`config.mk`:
```
export PLATFORM = sky130hd
export DESIGN_NAME = order_decision_engine_flat
export DESIGN_NICKNAME = d
export VERILOG_FILES = /design/src/rtl/order_decision_engine_if.sv /design/src/rtl/order_decision_engine.sv /design/src/flat_wrapper.sv
export SDC_FILE = /design/constraint.sdc
export NUM_CORES = 1
export LEC_CHECK = 0
export CAP_MARGIN = 10
export CORE_ASPECT_RATIO = 0.9
export CORE_MARGIN = 1.5
export CORE_UTILIZATION = 35
export DETAILED_ROUTE_END_ITERATION = 7
export PLACE_DENSITY_LB_ADDON = 0.08
export SETUP_SLACK_MARGIN = 0.05
export SLEW_MARGIN = 40
export SYNTH_ARGS = -nofsm -noshare
export SYNTH_HDL_FRONTEND = slang
export SYNTH_SLANG_ARGS = --single-unit
```
`constraint.sdc`:
```
create_clock -name clk -period 8.05 [get_ports clk]
set_input_delay 1.61 -clock clk [delete_from_list [all_inputs] [get_ports clk]]
set_output_delay 1.61 -clock clk [all_outputs]
set_load 0.01 [all_outputs]
```
`src/rtl/order_decision_engine_if.sv`:
```
// Tick and order channel bundle between feed, strategy core and order entry.
// Latency: none, this is wiring only.
// Backpressure: md_ready and ord_ready are plain valid/ready acceptance flags.
interface order_decision_engine_if #(
    parameter int PRICE_W = 32
);
    logic               md_valid;
    logic [PRICE_W-1:0] md_bid_price;
    logic [PRICE_W-1:0] md_ask_price;
    logic               md_ready;
    logic               ord_valid;
    logic               ord_side;
    logic [PRICE_W-1:0] ord_price;
    logic [PRICE_W-1:0] ord_qty;
    logic               ord_ready;

    // Feed / order-entry side: sources ticks, sinks orders.
    modport master (
        output md_valid, md_bid_price, md_ask_price, ord_ready,
        input  md_ready, ord_valid, ord_side, ord_price, ord_qty
    );

    // Engine side: sinks ticks, sources orders.
    modport slave (
        input  md_valid, md_bid_price, md_ask_price, ord_ready,
        output md_ready, ord_valid, ord_side, ord_price, ord_qty
    );
endinterface

```
`src/rtl/order_decision_engine.sv`:
```
// Compares market ticks with configured limits and issues at most one order per tick.
// Latency: tick accept at E, decision in E+1, ord_valid after E+2; optional cooldown after each order.
// Backpressure: md_ready only in IDLE; order fields held until ord_ready, one order outstanding.
module order_decision_engine #(
    parameter int PRICE_W      = 32,   // must be <= 32 so the 34-bit position maths cannot wrap
    parameter int MAX_POSITION = 16
) (
    input  logic                clk,
    input  logic                rst_n,
    order_decision_engine_if.slave bus,
    input  logic [PRICE_W-1:0]  buy_price_limit,
    input  logic [PRICE_W-1:0]  sell_price_limit,
    input  logic [PRICE_W-1:0]  buy_quantity,
    input  logic [PRICE_W-1:0]  sell_quantity,
    input  logic [7:0]          strategy_mode,
    input  logic [15:0]         strategy_params,
    input  logic                config_updated,
    output logic signed [31:0]  position,
    output logic [15:0]         order_count
);
    typedef enum logic [1:0] {S_IDLE, S_EVAL, S_ISSUE, S_COOLDOWN} state_t;

    localparam logic signed [33:0] MAX_POS = 34'(MAX_POSITION);

    state_t             state, state_nxt;
    logic [PRICE_W-1:0] snap_bid, snap_ask;
    logic [PRICE_W-1:0] snap_buy_lim, snap_sell_lim;
    logic [PRICE_W-1:0] snap_buy_qty, snap_sell_qty;
    logic [7:0]         snap_mode;
    logic [15:0]        snap_params;
    logic [15:0]        cd_cnt;

    logic signed [33:0] pos_ext, buy_pos, sell_pos;
    logic               buy_ok, sell_ok, dec_vld, dec_sell;
    logic               md_hs, ord_hs;

    assign md_hs  = bus.md_valid && (state == S_IDLE);
    assign ord_hs = (state == S_ISSUE) && bus.ord_ready;

    // Position checks run 34 bits wide so a large lot size cannot wrap past the limit.
    assign pos_ext  = {{2{position[31]}}, position};
    assign buy_pos  = pos_ext + $signed({{(34-PRICE_W){1'b0}}, snap_buy_qty});
    assign sell_pos = pos_ext - $signed({{(34-PRICE_W){1'b0}}, snap_sell_qty});
    assign buy_ok   = (snap_ask <= snap_buy_lim)  && (buy_pos  <= MAX_POS);
    assign sell_ok  = (snap_bid >= snap_sell_lim) && (sell_pos >= -MAX_POS);

    // Strategy decision from snapshot values; buy has priority in two-sided mode.
    always_comb begin
        dec_vld  = 1'b0;
        dec_sell = 1'b0;
        case (snap_mode)
            8'h01: begin
                if (buy_ok) begin
                    dec_vld = 1'b1;
                end else if (sell_ok) begin
                    dec_vld  = 1'b1;
                    dec_sell = 1'b1;
                end
            end
            8'h02: dec_vld = buy_ok;
            8'h03: begin
                dec_vld  = sell_ok;
                dec_sell = 1'b1;
            end
            default: ;
        endcase
    end

    // State register.
    always_ff @(posedge clk or negedge rst_n) begin
        if (!rst_n) state <= S_IDLE;
        else        state <= state_nxt;
    end

    // Next-state logic; a config write aborts everything except an order in flight.
    always_comb begin
        state_nxt = state;
        case (state)
            S_IDLE:     if (!config_updated && bus.md_valid) state_nxt = S_EVAL;
            S_EVAL:     state_nxt = (!config_updated && dec_vld) ? S_ISSUE : S_IDLE;
            S_ISSUE:    if (bus.ord_ready) state_nxt = (snap_params == 16'd0) ? S_IDLE : S_COOLDOWN;
            S_COOLDOWN: if (config_updated || cd_cnt <= 16'd1) state_nxt = S_IDLE;
            default:    state_nxt = S_IDLE;
        endcase
    end

    // Handshake outputs decoded straight from state.
    always_comb begin
        bus.md_ready  = (state == S_IDLE);
        bus.ord_valid = (state == S_ISSUE);
    end

    // Tick and configuration snapshot, taken only on an accepted tick.
    always_ff @(posedge clk or negedge rst_n) begin
        if (!rst_n) begin
            snap_bid      <= '0;
            snap_ask      <= '0;
            snap_buy_lim  <= '0;
            snap_sell_lim <= '0;
            snap_buy_qty  <= '0;
            snap_sell_qty <= '0;
            snap_mode     <= '0;
            snap_params   <= '0;
        end else if (md_hs && !config_updated) begin
            snap_bid      <= bus.md_bid_price;
            snap_ask      <= bus.md_ask_price;
            snap_buy_lim  <= buy_price_limit;
            snap_sell_lim <= sell_price_limit;
            snap_buy_qty  <= buy_quantity;
            snap_sell_qty <= sell_quantity;
            snap_mode     <= strategy_mode;
            snap_params   <= strategy_params;
        end
    end

    // Order fields registered at the end of EVAL and held through ISSUE.
    always_ff @(posedge clk or negedge rst_n) begin
        if (!rst_n) begin
            bus.ord_side  <= 1'b0;
            bus.ord_price <= '0;
            bus.ord_qty   <= '0;
        end else if (state == S_EVAL && dec_vld && !config_updated) begin
            bus.ord_side  <= dec_sell;
            bus.ord_price <= dec_sell ? snap_bid : snap_ask;
            bus.ord_qty   <= dec_sell ? snap_sell_qty : snap_buy_qty;
        end
    end

    // Position and order count move only when the order is actually taken.
    always_ff @(posedge clk or negedge rst_n) begin
        if (!rst_n) begin
            position    <= '0;
            order_count <= '0;
        end else if (ord_hs) begin
            position    <= bus.ord_side ? position - 32'(bus.ord_qty) : position + 32'(bus.ord_qty);
            order_count <= order_count + 16'd1;
        end
    end

    // Cooldown counter: loaded on the order handshake, cleared by a config write.
    always_ff @(posedge clk or negedge rst_n) begin
        if (!rst_n) begin
            cd_cnt <= '0;
        end else if (config_updated && state != S_ISSUE) begin
            cd_cnt <= '0;
        end else if (ord_hs) begin
            cd_cnt <= snap_params;
        end else if (state == S_COOLDOWN && cd_cnt != 16'd0) begin
            cd_cnt <= cd_cnt - 16'd1;
        end
    end
endmodule

```
`src/flat_wrapper.sv`:
```
// flat-port wrapper written by rule: the top's interface ports become plain ports
module order_decision_engine_flat 
#(
    parameter int PRICE_W      = 32,                                                            
    parameter int MAX_POSITION = 16
)
  (clk, rst_n, buy_price_limit, sell_price_limit, buy_quantity, sell_quantity, strategy_mode, strategy_params, config_updated, position, order_count, bus_md_valid, bus_md_bid_price, bus_md_ask_price, bus_ord_ready, bus_md_ready, bus_ord_valid, bus_ord_side, bus_ord_price, bus_ord_qty);
  order_decision_engine_if #(.PRICE_W(PRICE_W)) bus_i ();
  input  logic clk;
  input  logic rst_n;
  input  logic [PRICE_W-1:0] buy_price_limit;
  input  logic [PRICE_W-1:0] sell_price_limit;
  input  logic [PRICE_W-1:0] buy_quantity;
  input  logic [PRICE_W-1:0] sell_quantity;
  input  logic [7:0] strategy_mode;
  input  logic [15:0] strategy_params;
  input  logic config_updated;
  output logic signed [31:0] position;
  output logic [15:0] order_count;
  input wire logic [$bits(bus_i.md_valid)-1:0] bus_md_valid;
  input wire logic [$bits(bus_i.md_bid_price)-1:0] bus_md_bid_price;
  input wire logic [$bits(bus_i.md_ask_price)-1:0] bus_md_ask_price;
  input wire logic [$bits(bus_i.ord_ready)-1:0] bus_ord_ready;
  output wire logic [$bits(bus_i.md_ready)-1:0] bus_md_ready;
  output wire logic [$bits(bus_i.ord_valid)-1:0] bus_ord_valid;
  output wire logic [$bits(bus_i.ord_side)-1:0] bus_ord_side;
  output wire logic [$bits(bus_i.ord_price)-1:0] bus_ord_price;
  output wire logic [$bits(bus_i.ord_qty)-1:0] bus_ord_qty;
  assign bus_i.md_valid = bus_md_valid;
  assign bus_i.md_bid_price = bus_md_bid_price;
  assign bus_i.md_ask_price = bus_md_ask_price;
  assign bus_i.ord_ready = bus_ord_ready;
  assign bus_md_ready = bus_i.md_ready;
  assign bus_ord_valid = bus_i.ord_valid;
  assign bus_ord_side = bus_i.ord_side;
  assign bus_ord_price = bus_i.ord_price;
  assign bus_ord_qty = bus_i.ord_qty;
  order_decision_engine #(.PRICE_W(PRICE_W), .MAX_POSITION(MAX_POSITION)) u_core (.clk(clk), .rst_n(rst_n), .bus(bus_i), .buy_price_limit(buy_price_limit), .sell_price_limit(sell_price_limit), .buy_quantity(buy_quantity), .sell_quantity(sell_quantity), .strategy_mode(strategy_mode), .strategy_params(strategy_params), .config_updated(config_updated), .position(position), .order_count(order_count));
endmodule
```
## Word level (Yosys, flattened, before mapping)

Cells that the tools add are included.

- Flip-flop bits (word level): 347
- Bits of input ports: 221
- Output and inout bits: 115
- Word-level logic and storage cells: 71

- Add/sub/neg operators: 6
- Order comparisons: 5
- Equal/unequal tests: 10
- Muxes and demuxes: 17
- Reduce and logical (&&, ||, !) cells: 18

Operators with widths:

| kind | number |
|---|---|
| $mux 32 | 3 |
| $mux 16 | 3 |
| $add 32x33->34 | 1 |
| $ge 34x5->1 const B | 1 |
| $le 34x6->1 const B | 1 |
| $sub 32x33->34 | 1 |
| $add 32x32->32 | 1 |
| $ge 32x32->1 | 1 |
| $le 32x32->1 | 1 |
| $sub 32x32->32 | 1 |
| $add 16x1->16 const B | 1 |
| $eq 8x2->1 const B | 2 |
| $le 16x1->1 const B | 1 |
| $logic_not 16->1 | 1 |
| $reduce_bool 16->1 | 1 |
| $sub 16x1->16 const B | 1 |
| $logic_and 1x1->1 | 11 |
| $mux 2 | 5 |
| $eq 8x1->1 const B | 1 |
| $pmux 2 s4 | 1 |
| $eq 2x2->1 const B | 2 |
| $ne 2x1->1 const B | 2 |
| $ne 2x2->1 const B | 2 |
| $mux 1 | 3 |
| other kinds (8) | 8 |

## Depth between registers and ports, before layout

- Word-level depth: 9
- Gate-level depth with buffers: 22

## Worst setup path before layout

No wires, ideal clock.

- Kind: register to register
- Start: register u_core.bus.ord_qty[0]
- End: register u_core.position[30]
- Setup time: 133 ps
- Arrival: 4,626 ps
- Required time: 7,917 ps
- Slack: 3,291 ps
- Cell stages (with the launch flop): 23
- Buffers on the path: 0
- Path through: dfrtp_1 inv_1 ha_1 nand2b_1 or4_1 nor2_1 nand3b_1 nor2b_1 xnor2_1 ha_1 a21o_1 a21o_1 a21o_1 o21bai_1 a211oi_1 o21a_1 o31ai_1 o41ai_1 o21ai_0 o41a_1 a21oi_1 xor2_1 o21ai_0

- Longest elaborated chain between the ends: 2

RTL lines:

| element | line | source |
|---|---|---|
| from (decl) | order_decision_engine_if.sv:26 | `output md_ready, ord_valid, ord_side, ord_price, ord_qty` |
| from (signal assigned) | order_decision_engine.sv:125 | `bus.ord_qty <= dec_sell ? snap_sell_qty : snap_buy_qty;` |
| $add 32x32->32 / $sub 32x32->32 (equally long branches) | order_decision_engine.sv:135 | `position <= bus.ord_side ? position - 32'(bus.ord_qty) : position + 32'(bus.ord_qty);` |
| $mux 32 * | order_decision_engine.sv:135 |  |
| to (signal assigned) | order_decision_engine.sv:135 |  |
| to (decl) | order_decision_engine.sv:18 | `output logic signed [31:0] position,` |

Mark *: on every way between the ends. The rest lies on a longest branch, timed or not.
A chain may end at the register's enable or synchronous reset.

## Worst setup path after layout

- Start: register u_core.position[7]
- End: register u_core.bus.ord_price[28]

- Longest elaborated chain between the ends: 8

RTL lines:

| element | line | source |
|---|---|---|
| $sub 32x33->34 | order_decision_engine.sv:43 | `assign sell_pos = pos_ext - $signed({{(34-PRICE_W){1'b0}}, snap_sell_qty});` |
| $ge 34x5->1 | order_decision_engine.sv:45 | `assign sell_ok = (snap_bid >= snap_sell_lim) && (sell_pos >= -MAX_POS);` |
| $logic_and 1x1->1 | order_decision_engine.sv:45 |  |
| $mux 1 | order_decision_engine.sv:55 | `end else if (sell_ok) begin` |
| $mux 1 | order_decision_engine.sv:53 | `if (buy_ok) begin` |
| $pmux 1 s3 | order_decision_engine.sv:51 | `case (snap_mode)` |
| $logic_and 1x1->1 (2 in series) | order_decision_engine.sv:122 | `end else if (state == S_EVAL && dec_vld && !config_updated) begin` |
| to (signal assigned) | order_decision_engine.sv:124 | `bus.ord_price <= dec_sell ? snap_bid : snap_ask;` |
| to (decl) | order_decision_engine_if.sv:26 |  |

Several ways; a longest one is shown, not always the timed one.

==> results.md <==
* Critical Path AT at 6.29 ns
* # setup viols final at 0
* Ys async rst share at 100%
* Required time of the critical path at 8.55 ns
* Sum Neg Setup Slack at 0 ns
* First DRT Iteration DRCs at 1561
* Top_reg_cell synth: dfrtp_1
* Cells on worst reg2reg path at 15
* Critical Path End Type: flop
* Max cap viols at 0
* Top-area cell type share of the netlist area at 38.7%
* Mapped Cells at 2516
* Worst Clk Skew at 0.0246 ns
* CTS Buf Count at 42
* Proportion of layout cells with a drive suffix above 1 at 7.31%
* Area leader, netlist: dfrtp_1
* Total track usage at 24.2%
* Pre-CTS setup slack at 2.30 ns
* Kind of cell adding the most delay to the critical path: compound AO/OA/AOI/OAI gates
* Post-CTS setup buffers at 0
* Wire per inst at 22.1 um
* Ranking of synthesized cells by area: dfrtp_1 (39%), ha_1 (9.2%), o21ai_0 (5.4%)
* Number of iterations in the first detailed-routing pass at 5
* FMAX at 173 MHz
* I/O Pins at 336
* PortBufs at 335
* Netlist area before placement at 0.0224 mm2
* Final ANT Viol Nets at 0
* CP Max Fanout at 64
* First-pass GRT wire length at 123 mm
* Syn_area_per_cell at 8.92 um2
* CP Launch Type: flop
* Dpl hpwl at 61.2 mm
* Clock tree buffer depth at 3
* Total gr overflow at 0
* Worst rel slew slack at 45.2%
* Hold Path Class: reg -> reg
* Clock slew at reported path FFs at 0.06 ns
* Clk root buf: clkbuf_16
* DIE AREA at 0.0656 mm2
* Vias at 20037
* Core ar. at 0.0630 mm2
* Unique cell type count in the Yosys netlist at 78
* Largest net degree at the start of global routing at 132
* H-tree depth at 2
* Syn_nets at 2905
* Starting Density at 35.6%
* Final period util at 71.9%
* Crit-path slowest cell: buf_4
* CTS tree: done
* Detailed-route vias per instance at 5.46
* Most frequent cell after synthesis: dfrtp_1
* Worst Path Buf+Inv at 1
* Worst path depth at 15
* # nets final at 3175
* Max incr delay on CP at 0.65 ns
* Cell Chain, Critical Path: ha_1 -> nand2_1 -> or3_1 -> o21ai_0 -> nor2_1 -> o21ai_0 -> a21oi_1 -> nor4_1 -> nand4_1 -> or4_1 -> o31ai_1 -> a31o_4 -> buf_4 -> nand3_1 -> a31oi_1
* Fin. max-slew vios at 0
* Worst setup margin at 2.26 ns
* Period minus WS final at 5.79 ns
* Die width at 270 um
* # rows at 87
* Post-CTS sizing at 0
* Min-Delay Path Depth at 1
* RePlAce Congestion at 0.906
* WS Path Type: reg -> reg
* RSZ-0062 raised after global routing: no
* Worst-Skew Late Latency at 0.59 ns
* Overall die height at 243 um
* Initial antenna violation count at 13
* Outcome: finished clean
* Worst-Margin Slew at 0.813 ns
* CTS Hold Bufs at 0
* Clk sinks at 347
* Vias in the first global route at 19996
* WL final at 80.9 mm
* Area grow syn2layout at 25.1%
* Residual DRC at 0
* Final count of hold timing violations at 0
* Number of flops mapped to enable cells by yosys at 0
* Synth Warn # at 0
* Sequential cell area fraction in the yosys report at 38.7%
* Hold slack final at 0.477 ns
* Worst path most repeated cell: o21ai_0
* Post-synth top cells: dfrtp_1 (347), nand2_1 (265), o21ai_0 (242), inv_1 (173), ha_1 (165)
* Yosys reg bits at 347
cells in the final DEF, fill, tap and decap left out, drive strengths merged, types with 6 or more instances in the layout:
master	synthesis	layout
a311oi	6	6
nor2b	25	25
o311ai	6	6
nand2b	20	20
a21oi	123	123
nand2	265	265
clkdlybuf4s50	0	334
or4	7	7
nor2	135	135
nand4	30	30
o2111ai	7	7
buf	39	19
xor2	29	29
nor4	31	31
mux2i	6	6
nand3	102	102
a31oi	79	79
o22ai	7	7
or2	6	6
a211o	8	8
inv	173	173
xnor2	67	67
and3	13	13
clkbuf	88	63
o31ai	12	12
a21o	74	74
clkinv	0	10
a21bo	30	30
ha	165	165
mux2	92	92
nor3b	68	68
or3	11	11
o21bai	15	15
o211ai	13	13
o21a	22	22
o21ai	243	243
dfrtp	347	347
and2	8	8
nor3	42	42
a211oi	30	30
metrics by stage:
step / utilization [%] / area [um2] / instances
6_report: 44.5 / 28100 / 3668
3_3_place_gp: 42.0 / 26500 / 3583
2_1_floorplan: - / 22400 / 2516
4_1_cts: 44.4 / 28000 / 3661
3_5_place_dp: 42.1 / 26500 / 3584
5_1_grt: 44.5 / 28100 / 3665
cells by family (layout without fill, tap and decap cells):
logic type,count (synthesis),count (layout),share of synthesized area (%)
other,0,4,0
adder cells (fa/ha/maj),169,169,9.51
AO/OA/AOI/OAI,724,724,20.6
AND/OR/NAND/NOR,782,782,17.2
XOR/XNOR,96,96,3.75
buffers and inverters,300,603,5.40
flip-flops,347,347,38.7
multiplexers,98,98,4.88
per-layer routing:
layer / vias to the layer above / part of all wire (%) / track usage (%)
met5: - / 0.15 / 0
met4: 20 / 2.5 / 6.66
met3: 107 / 5.4 / 4.12
met2: 564 / 46 / 38.9
met1: 9773 / 46 / 33.6
li1: 9573 / - / -
worst paths after layout:
| check | start | end | slack (ns) |
|---|---|---|---|
| worst max-delay path | u_core.position[7]$_DFFE_PN0P_ | u_core.bus.ord_price[28]$_DFFE_PN0P_ | 2.26 |
| worst min-delay path | u_core.order_count[15]$_DFFE_PN0P_ | u_core.order_count[15]$_DFFE_PN0P_ | 0.48 |
| worst max register to register | u_core.position[7]$_DFFE_PN0P_ | u_core.bus.ord_price[28]$_DFFE_PN0P_ | 2.26 |
| worst min register to register | u_core.order_count[15]$_DFFE_PN0P_ | u_core.order_count[15]$_DFFE_PN0P_ | 0.48 |
| max in group asynchronous | rst_n | u_core.snap_buy_lim[10]$_DFFE_PN0P_ | 6.11 |
| min in group asynchronous | rst_n | u_core.position[19]$_DFFE_PN0P_ | 0.88 |
registers in the layout (all words and copies together) (netlist names), 16 cells and up:
register and cells:
u_core.snap_buy_qty 32, u_core.snap_sell_qty 32, u_core.cd_cnt 16, u_core.snap_buy_lim 32
u_core.order_count 16, u_core.snap_ask 32, u_core.bus.ord_qty 32, u_core.snap_bid 32
u_core.position 32, u_core.bus.ord_price 32, u_core.snap_params 16, u_core.snap_sell_lim 32
area by class of cell:
cell class                 instances  area (um2)
antenna                            4        10.0
clock buffer                      63        1250
clock inverter                    14         198
fill                            6137       35000
inverter                         173         649
multi-input combinational       1869       12600
sequential                       347        8680
tap                              845        1060
timing repair buffer             353        3630
Power is not shown: default switching activity piles up to over one toggle a cycle in this logic, so the estimate is an artifact.
==> RTL change 1 (same flow settings) <==
Add an input register stage for `strategy_mode`, with the module's reset; this delays it by one clock. The other inputs are not delayed to match.
--- a/src/rtl/order_decision_engine.sv
+++ b/src/rtl/order_decision_engine.sv
@@ -21,6 +21,16 @@
     typedef enum logic [1:0] {S_IDLE, S_EVAL, S_ISSUE, S_COOLDOWN} state_t;
 
     localparam logic signed [33:0] MAX_POS = 34'(MAX_POSITION);
+
+    logic [7:0] strategy_mode_q;
+
+    always_ff @(posedge clk or negedge rst_n) begin
+        if (!rst_n) begin
+            strategy_mode_q <= '0;
+        end else begin
+            strategy_mode_q <= strategy_mode;
+        end
+    end
 
     state_t             state, state_nxt;
     logic [PRICE_W-1:0] snap_bid, snap_ask;
@@ -108,7 +118,7 @@
             snap_sell_lim <= sell_price_limit;
             snap_buy_qty  <= buy_quantity;
             snap_sell_qty <= sell_quantity;
-            snap_mode     <= strategy_mode;
+            snap_mode     <= strategy_mode_q;
             snap_params   <= strategy_params;
         end
     end
Behaviour: not the same (a bounded check fails within 4 cycles, from zero or initial values and one cycle with rst_n low).
==> RTL change 1 against the unedited design <==
- wire length decreased by 3.9%
- core utilization is 0.054 points lower
- final area rose by 1.9%
- setup slack got worse by 72 ps
- synthesized area grew 1.6%
- sequential cell count is 8 higher
- non-clock buffer count up 6
- count of clock-buffer cells in the layout is 2 higher
- largest cell class unchanged
==> RTL change 1: results (changes against the unedited design) <==
- DRT iter0 DRCs: 1418 (-9.2%)
- First-pass GRT wire length: 119000 um (-3.3%)
- Source-to-sink clock delay at the later pin of the worst-skew pair: between 500 and 600 ps
- Routed length on met1: 36700 um (-1.5%)
- Instance area after placement: 27100 um^2 (+2.2%)
- Hold-critical path depth: 2 (+1)
- Nets@finish: 3106 (-2.2%)
- Final HPWL from detailed placement: 59600 um (-2.5%)
- CTS H-tree depth: 2 (unchanged)
- Hold Path End: u_core.snap_mode[0]
- Worst-path fanout max: 33 (-48%)
- Setup clock skew after layout: 20.3 ps (-4.27 ps)
- Clock network fraction of total power: 15.1%
- Register-to-Register Path Depth: 16 (+1)
- Synth warnings: 0 (unchanged)
- Met2 global-route usage: 36.8% (-2.0 points)
- Fraction of met3 tracks used by global routing: 3.66% (-0.46 points)
- Synth Area in Adders: 9.32% (-0.19 points)
- Xor and xnor area share after synthesis: 3.77% (+0.019 points)
- Synth top area cells: sky130_fd_sc_hd__dfrtp_1 (39%), sky130_fd_sc_hd__ha_1 (9.1%), sky130_fd_sc_hd__mux2_2 (7.6%)
- Leak: around 13 nW
- Met3 wire length: 3830 um (-13%)
- Global-route usage over all layers: 23.0% (-1.2 points)
- Run status: finished clean
- FMAX: 171 MHz (-1.2%)
- PortBufs: 335 (unchanged)
- Maximum number of pins on one net before global-route repair: 180 (+36%)
- Net count after synthesis: 2816 (-3.1%)
- Arrival time worst endpoint: 6310 ps (+20 ps)
- Startpoint of the most critical hold path: u_core.strategy_mode_q[0]
- Switching Share: between 40% and 50%
- Sequential area share after synthesis: 39.0% (+0.28 points)
- Clock Pin Slew Worst Setup and Hold Paths: 60 ps (about the same)
- Worst r2r dst: u_core.bus.ord_qty[12]
- Post-synthesis compound-gate area fraction: 18.4% (-2.2 points)
- Seq pwr share: about a quarter
- Uppermost signal routing layer after detailed routing: met5
- Post-synth cell types: 79 (+1.3%)
- Avg WL per Cell: 21.5 um (-2.3%)
- Number of iterations in the first detailed-routing pass: 5 (unchanged)
- Tightest slew margin relative to the limit: 44.3% (-0.92 points)
- Global-route met1 utilization: 32.5% (-1.1 points)
- Synth Flop Type: sky130_fd_sc_hd__dfrtp_1
- Filler Cell Count: 6281 (+2.3%)
- Antenna violations before repair: 8 (-5)
- Start point of the critical path: u_core.position[1]
- Multiplexer fraction of the synthesized cell area: 9.19% (+4.3 points)
- Share of layout cells above drive strength 1: 10.1% (+2.8 points)
- Post-CTS setup buffer count: 0 (unchanged)
- Total via count after detailed routing: 19800 (-1.4%)
- Num CTS Buffers: 43 (+2.4%)
- Final weighted congestion in routability-driven placement: 0.924 (+2.0%)
- Top cells by count, synth: sky130_fd_sc_hd__dfrtp_1 (355), sky130_fd_sc_hd__nand2_1 (240), sky130_fd_sc_hd__o21ai_0 (204), sky130_fd_sc_hd__ha_1 (165), sky130_fd_sc_hd__inv_1 (162)
- Wire length on met2: 35800 um (-3.5%)
- Placement Setup Slack: 2240 ps (-53.8 ps)
-- RTL change 1: changes by cell type after synthesis, moves of 35 or more --
cell,change
sky130_fd_sc_hd__nor3b_1,-61
sky130_fd_sc_hd__and3b_1,+36
sky130_fd_sc_hd__o21ai_0,-38
sky130_fd_sc_hd__nand3_1,-65
sky130_fd_sc_hd__a221o_1,+36
sky130_fd_sc_hd__a21o_1,-35
sky130_fd_sc_hd__mux2_2,+63
sky130_fd_sc_hd__a31oi_1,-61
-- RTL change 1: critical path: stages (launching register included) --
cell	delay (ps)
sky130_fd_sc_hd__dfrtp_1	510
sky130_fd_sc_hd__ha_1	350
sky130_fd_sc_hd__a211oi_1	610
sky130_fd_sc_hd__or4_1	210
sky130_fd_sc_hd__nand2_1	130
sky130_fd_sc_hd__o21bai_1	540
sky130_fd_sc_hd__a211oi_1	220
sky130_fd_sc_hd__or4_1	560
sky130_fd_sc_hd__or4_1	410
sky130_fd_sc_hd__nor4_1	310
sky130_fd_sc_hd__a41oi_1	220
sky130_fd_sc_hd__o21ai_4	230
sky130_fd_sc_hd__buf_4	390
sky130_fd_sc_hd__o211a_1	260
sky130_fd_sc_hd__a31oi_4	40
sky130_fd_sc_hd__buf_4	320
sky130_fd_sc_hd__mux2_2	360
-- RTL change 1: layout make-up --
class                   count  area, um^2  area share [%]
diodes                      3        7.51          0.0262
clock buffers              65        1320            4.62
multi-input cells        1796       12900            45.0
repair buffers            359        3660            12.8
inverters                 162         608            2.13
well taps                 855        1070            3.74
flip-flops and latches    355        8880            31.1
clock inverters            15         179           0.625
-- RTL change 1: metrics by stage --
stage / hold WS (ps) / instances
after global routing: 502 / 3610
after global placement: 451 / 3522
after detailed placement: 452 / 3527
final: 459 / 3610
after floorplan: 426 / 2427
after CTS: 466 / 3607
==> RTL change 2 (same flow settings) <==
Made on the original files. `MAX_POSITION` is set to 16 in 2 places; all go to 8.
--- a/src/rtl/order_decision_engine.sv
+++ b/src/rtl/order_decision_engine.sv
@@ -3,7 +3,7 @@
 // Backpressure: md_ready only in IDLE; order fields held until ord_ready, one order outstanding.
 module order_decision_engine #(
     parameter int PRICE_W      = 32,   // must be <= 32 so the 34-bit position maths cannot wrap
-    parameter int MAX_POSITION = 16
+    parameter int MAX_POSITION = 8
 ) (
     input  logic                clk,
     input  logic                rst_n,
--- a/src/flat_wrapper.sv
+++ b/src/flat_wrapper.sv
@@ -2,7 +2,7 @@
 module order_decision_engine_flat 
 #(
     parameter int PRICE_W      = 32,                                                            
-    parameter int MAX_POSITION = 16
+    parameter int MAX_POSITION = 8
 )
   (clk, rst_n, buy_price_limit, sell_price_limit, buy_quantity, sell_quantity, strategy_mode, strategy_params, config_updated, position, order_count, bus_md_valid, bus_md_bid_price, bus_md_ask_price, bus_ord_ready, bus_md_ready, bus_ord_valid, bus_ord_side, bus_ord_price, bus_ord_qty);
   order_decision_engine_if #(.PRICE_W(PRICE_W)) bus_i ();
Function: changed (a bounded check fails within 4 cycles, from zero or initial values and one cycle with rst_n low).
==> RTL change 2 against the unedited design <==
- core utilization is 0.52 points lower
- clock skew is 0.71 ps lower
- sequential cell count stayed put
- final cell count is 2.4% lower
- final area is 2.5% higher
- synthesized area is 2.9% higher
- die area is 2.9% higher
- worst hold slack better by 13 ps
- wire length is 2.6% higher
- setup slack worse by 280 ps
==> RTL change 2: results (changes against the unedited design) <==
- Run status: finished clean
- FF-to-FF Start: u_core.position[1]
- Register-to-Register Path Depth: 16 (+1)
- Sequential area share after synthesis: 37.6% (-1.1 points)
- Startpoint of the most critical hold path: u_core.order_count[15]
- Hold Path End: u_core.order_count[15]
- Final Hold Fails: 0 (unchanged)
- Wire length on met2: 37800 um (+1.6%)
- First-pass GRT wire length: 126000 um (+2.1%)
- Setup clock skew after layout: 23.9 ps (-0.710 ps)
- Final weighted congestion in routability-driven placement: 0.953 (+5.2%)
- Num CTS Buffers: 43 (+2.4%)
- Routed length on met1: 39300 um (+5.7%)
- Leak: ~12 nW
- Maximum number of pins on one net before global-route repair: 146 (+11%)
- Clock Pin Slew Worst Setup and Hold Paths: 70 ps
- Final slew viol count: 0 (unchanged)
- Number of iterations in the first detailed-routing pass: 6 (+1)
- Synth warnings: 0 (unchanged)
- Average vias per placed instance: 5.62 (+2.8%)
- Post-CTS setup buffer count: 0 (unchanged)
- Uppermost signal routing layer after detailed routing: met5
- Hold-critical path depth: 1 (unchanged)
- Post-synth cell types: 75 (-3.8%)
- Net count after synthesis: 2789 (-4.0%)
- Met3 wire length: 4310 um (-2.1%)
- Top cells by count, synth: sky130_fd_sc_hd__dfrtp_1 (347), sky130_fd_sc_hd__nand2_1 (200), sky130_fd_sc_hd__o21ai_0 (194), sky130_fd_sc_hd__ha_1 (165), sky130_fd_sc_hd__inv_1 (144)
- Worst r2r dst: u_core.bus.ord_qty[31]
- Avg WL per Cell: 23.2 um (+5.1%)
- Antenna violations before repair: 8 (-5)
- Share of flip-flops with an asynchronous set or reset: 100% (unchanged)
- Fin Hold WS: 489 ps (+12.5 ps)
- Nets@finish: 3069 (-3.3%)
- Filler Cell Count: 6277 (+2.3%)
- Synth top area cells: sky130_fd_sc_hd__dfrtp_1 (38%), sky130_fd_sc_hd__ha_1 (8.9%), sky130_fd_sc_hd__mux2_2 (6.6%)
- Share of layout cells above drive strength 1: 11.4% (+4.1 points)
- Global-route usage over all layers: 24.3% (about the same)
- Final HPWL from detailed placement: 62400 um (+2.0%)
- EDFF count, synth: 0 (unchanged)
- DRT iter0 DRCs: 1499 (-4.0%)
- Worst-path fanout max: 21 (-67%)
- Tightest slew margin relative to the limit: 46.1% (+0.85 points)
- PortBufs: 335 (unchanged)
- Arrival time worst endpoint: 6530 ps (+240 ps)
## RTL change 2: power breakdown
group / total [W] / leakage [nW] / switching, W / internal [W]
logic: 0.00720 / 7.21 / 0.00412 / 0.00308
registers: 0.00331 / 4.35 / 0.000839 / 0.00247
clock network: 0.00198 / 0.717 / 0.000835 / 0.00115
## RTL change 2: area by class of cell
class / instances / area share, %
Multi-Input combinational cell: 1783 / 46.4
Sequential cell: 347 / 30.2
Timing Repair Buffer: 360 / 12.7
Clock buffer: 62 / 4.47
Tap cell: 864 / 3.76
Inverter: 145 / 1.89
Clock inverter: 16 / 0.539
Antenna cell: 2 / 0.0174
## RTL change 2: worst max path at each step
| stage | slack, ps | start | cells past startpoint | to |
|---|---|---|---|---|
| after floorplan | 3650 | u_core.position[6] | 16 | u_core.bus.ord_price[12] |
| after global placement | 1930 | u_core.position[6] | 16 | u_core.bus.ord_qty[6] |
| after detailed placement | 2000 | u_core.position[0] | 15 | u_core.bus.ord_qty[31] |
| after CTS | 1970 | u_core.position[0] | 15 | u_core.bus.ord_qty[31] |
| after global routing | 1640 | u_core.position[10] | 15 | u_core.bus.ord_qty[31] |
| final | 1980 | u_core.position[1] | 16 | u_core.bus.ord_qty[31] |
## RTL change 2: through the flow
| stage | instance area [um^2] | instances |
|---|---|---|
| floorplan | 23100 | 2400 |
| global placement | 27200 | 3495 |
| detailed placement | 27300 | 3498 |
| CTS | 28700 | 3576 |
| global route | 28800 | 3578 |
| finish | 28800 | 3579 |
## RTL change 2: metal layers
metal | GRT usage (%) | vias up
met5 | 0 | -
met4 | 5.12 | 10
met3 | 4.09 | 90
met2 | 38.3 | 519
met1 | 34.6 | 10100
li1 | - | 9412
## RTL change 2: worst max-delay path: stages (launching register included)
cell	delay, ps
sky130_fd_sc_hd__dfrtp_1	520
sky130_fd_sc_hd__inv_1	130
sky130_fd_sc_hd__fa_1	430
sky130_fd_sc_hd__nand2b_1	150
sky130_fd_sc_hd__a21oi_1	330
sky130_fd_sc_hd__xnor2_1	200
sky130_fd_sc_hd__a2111oi_0	470
sky130_fd_sc_hd__nand4_1	180
sky130_fd_sc_hd__or4_1	560
sky130_fd_sc_hd__nor4_1	260
sky130_fd_sc_hd__o2111ai_1	200
sky130_fd_sc_hd__nor4b_2	570
sky130_fd_sc_hd__or2_2	230
sky130_fd_sc_hd__nand2_1	100
sky130_fd_sc_hd__a21oi_4	670
sky130_fd_sc_hd__buf_4	540
sky130_fd_sc_hd__mux2_2	390
## RTL change 2: cell families after synthesis
kind of cell               count (synthesis)  synth area share [%]
buffers and inverters                    270                  4.89
adders and majority gates                168                  9.20
muxes                                    195                  10.2
xor gates and xnor gates                  96                  3.64
AOI/OAI and AO/OA                        687                  20.3
DFF                                      347                  37.6
and+or+nand+nor                          637                  14.2
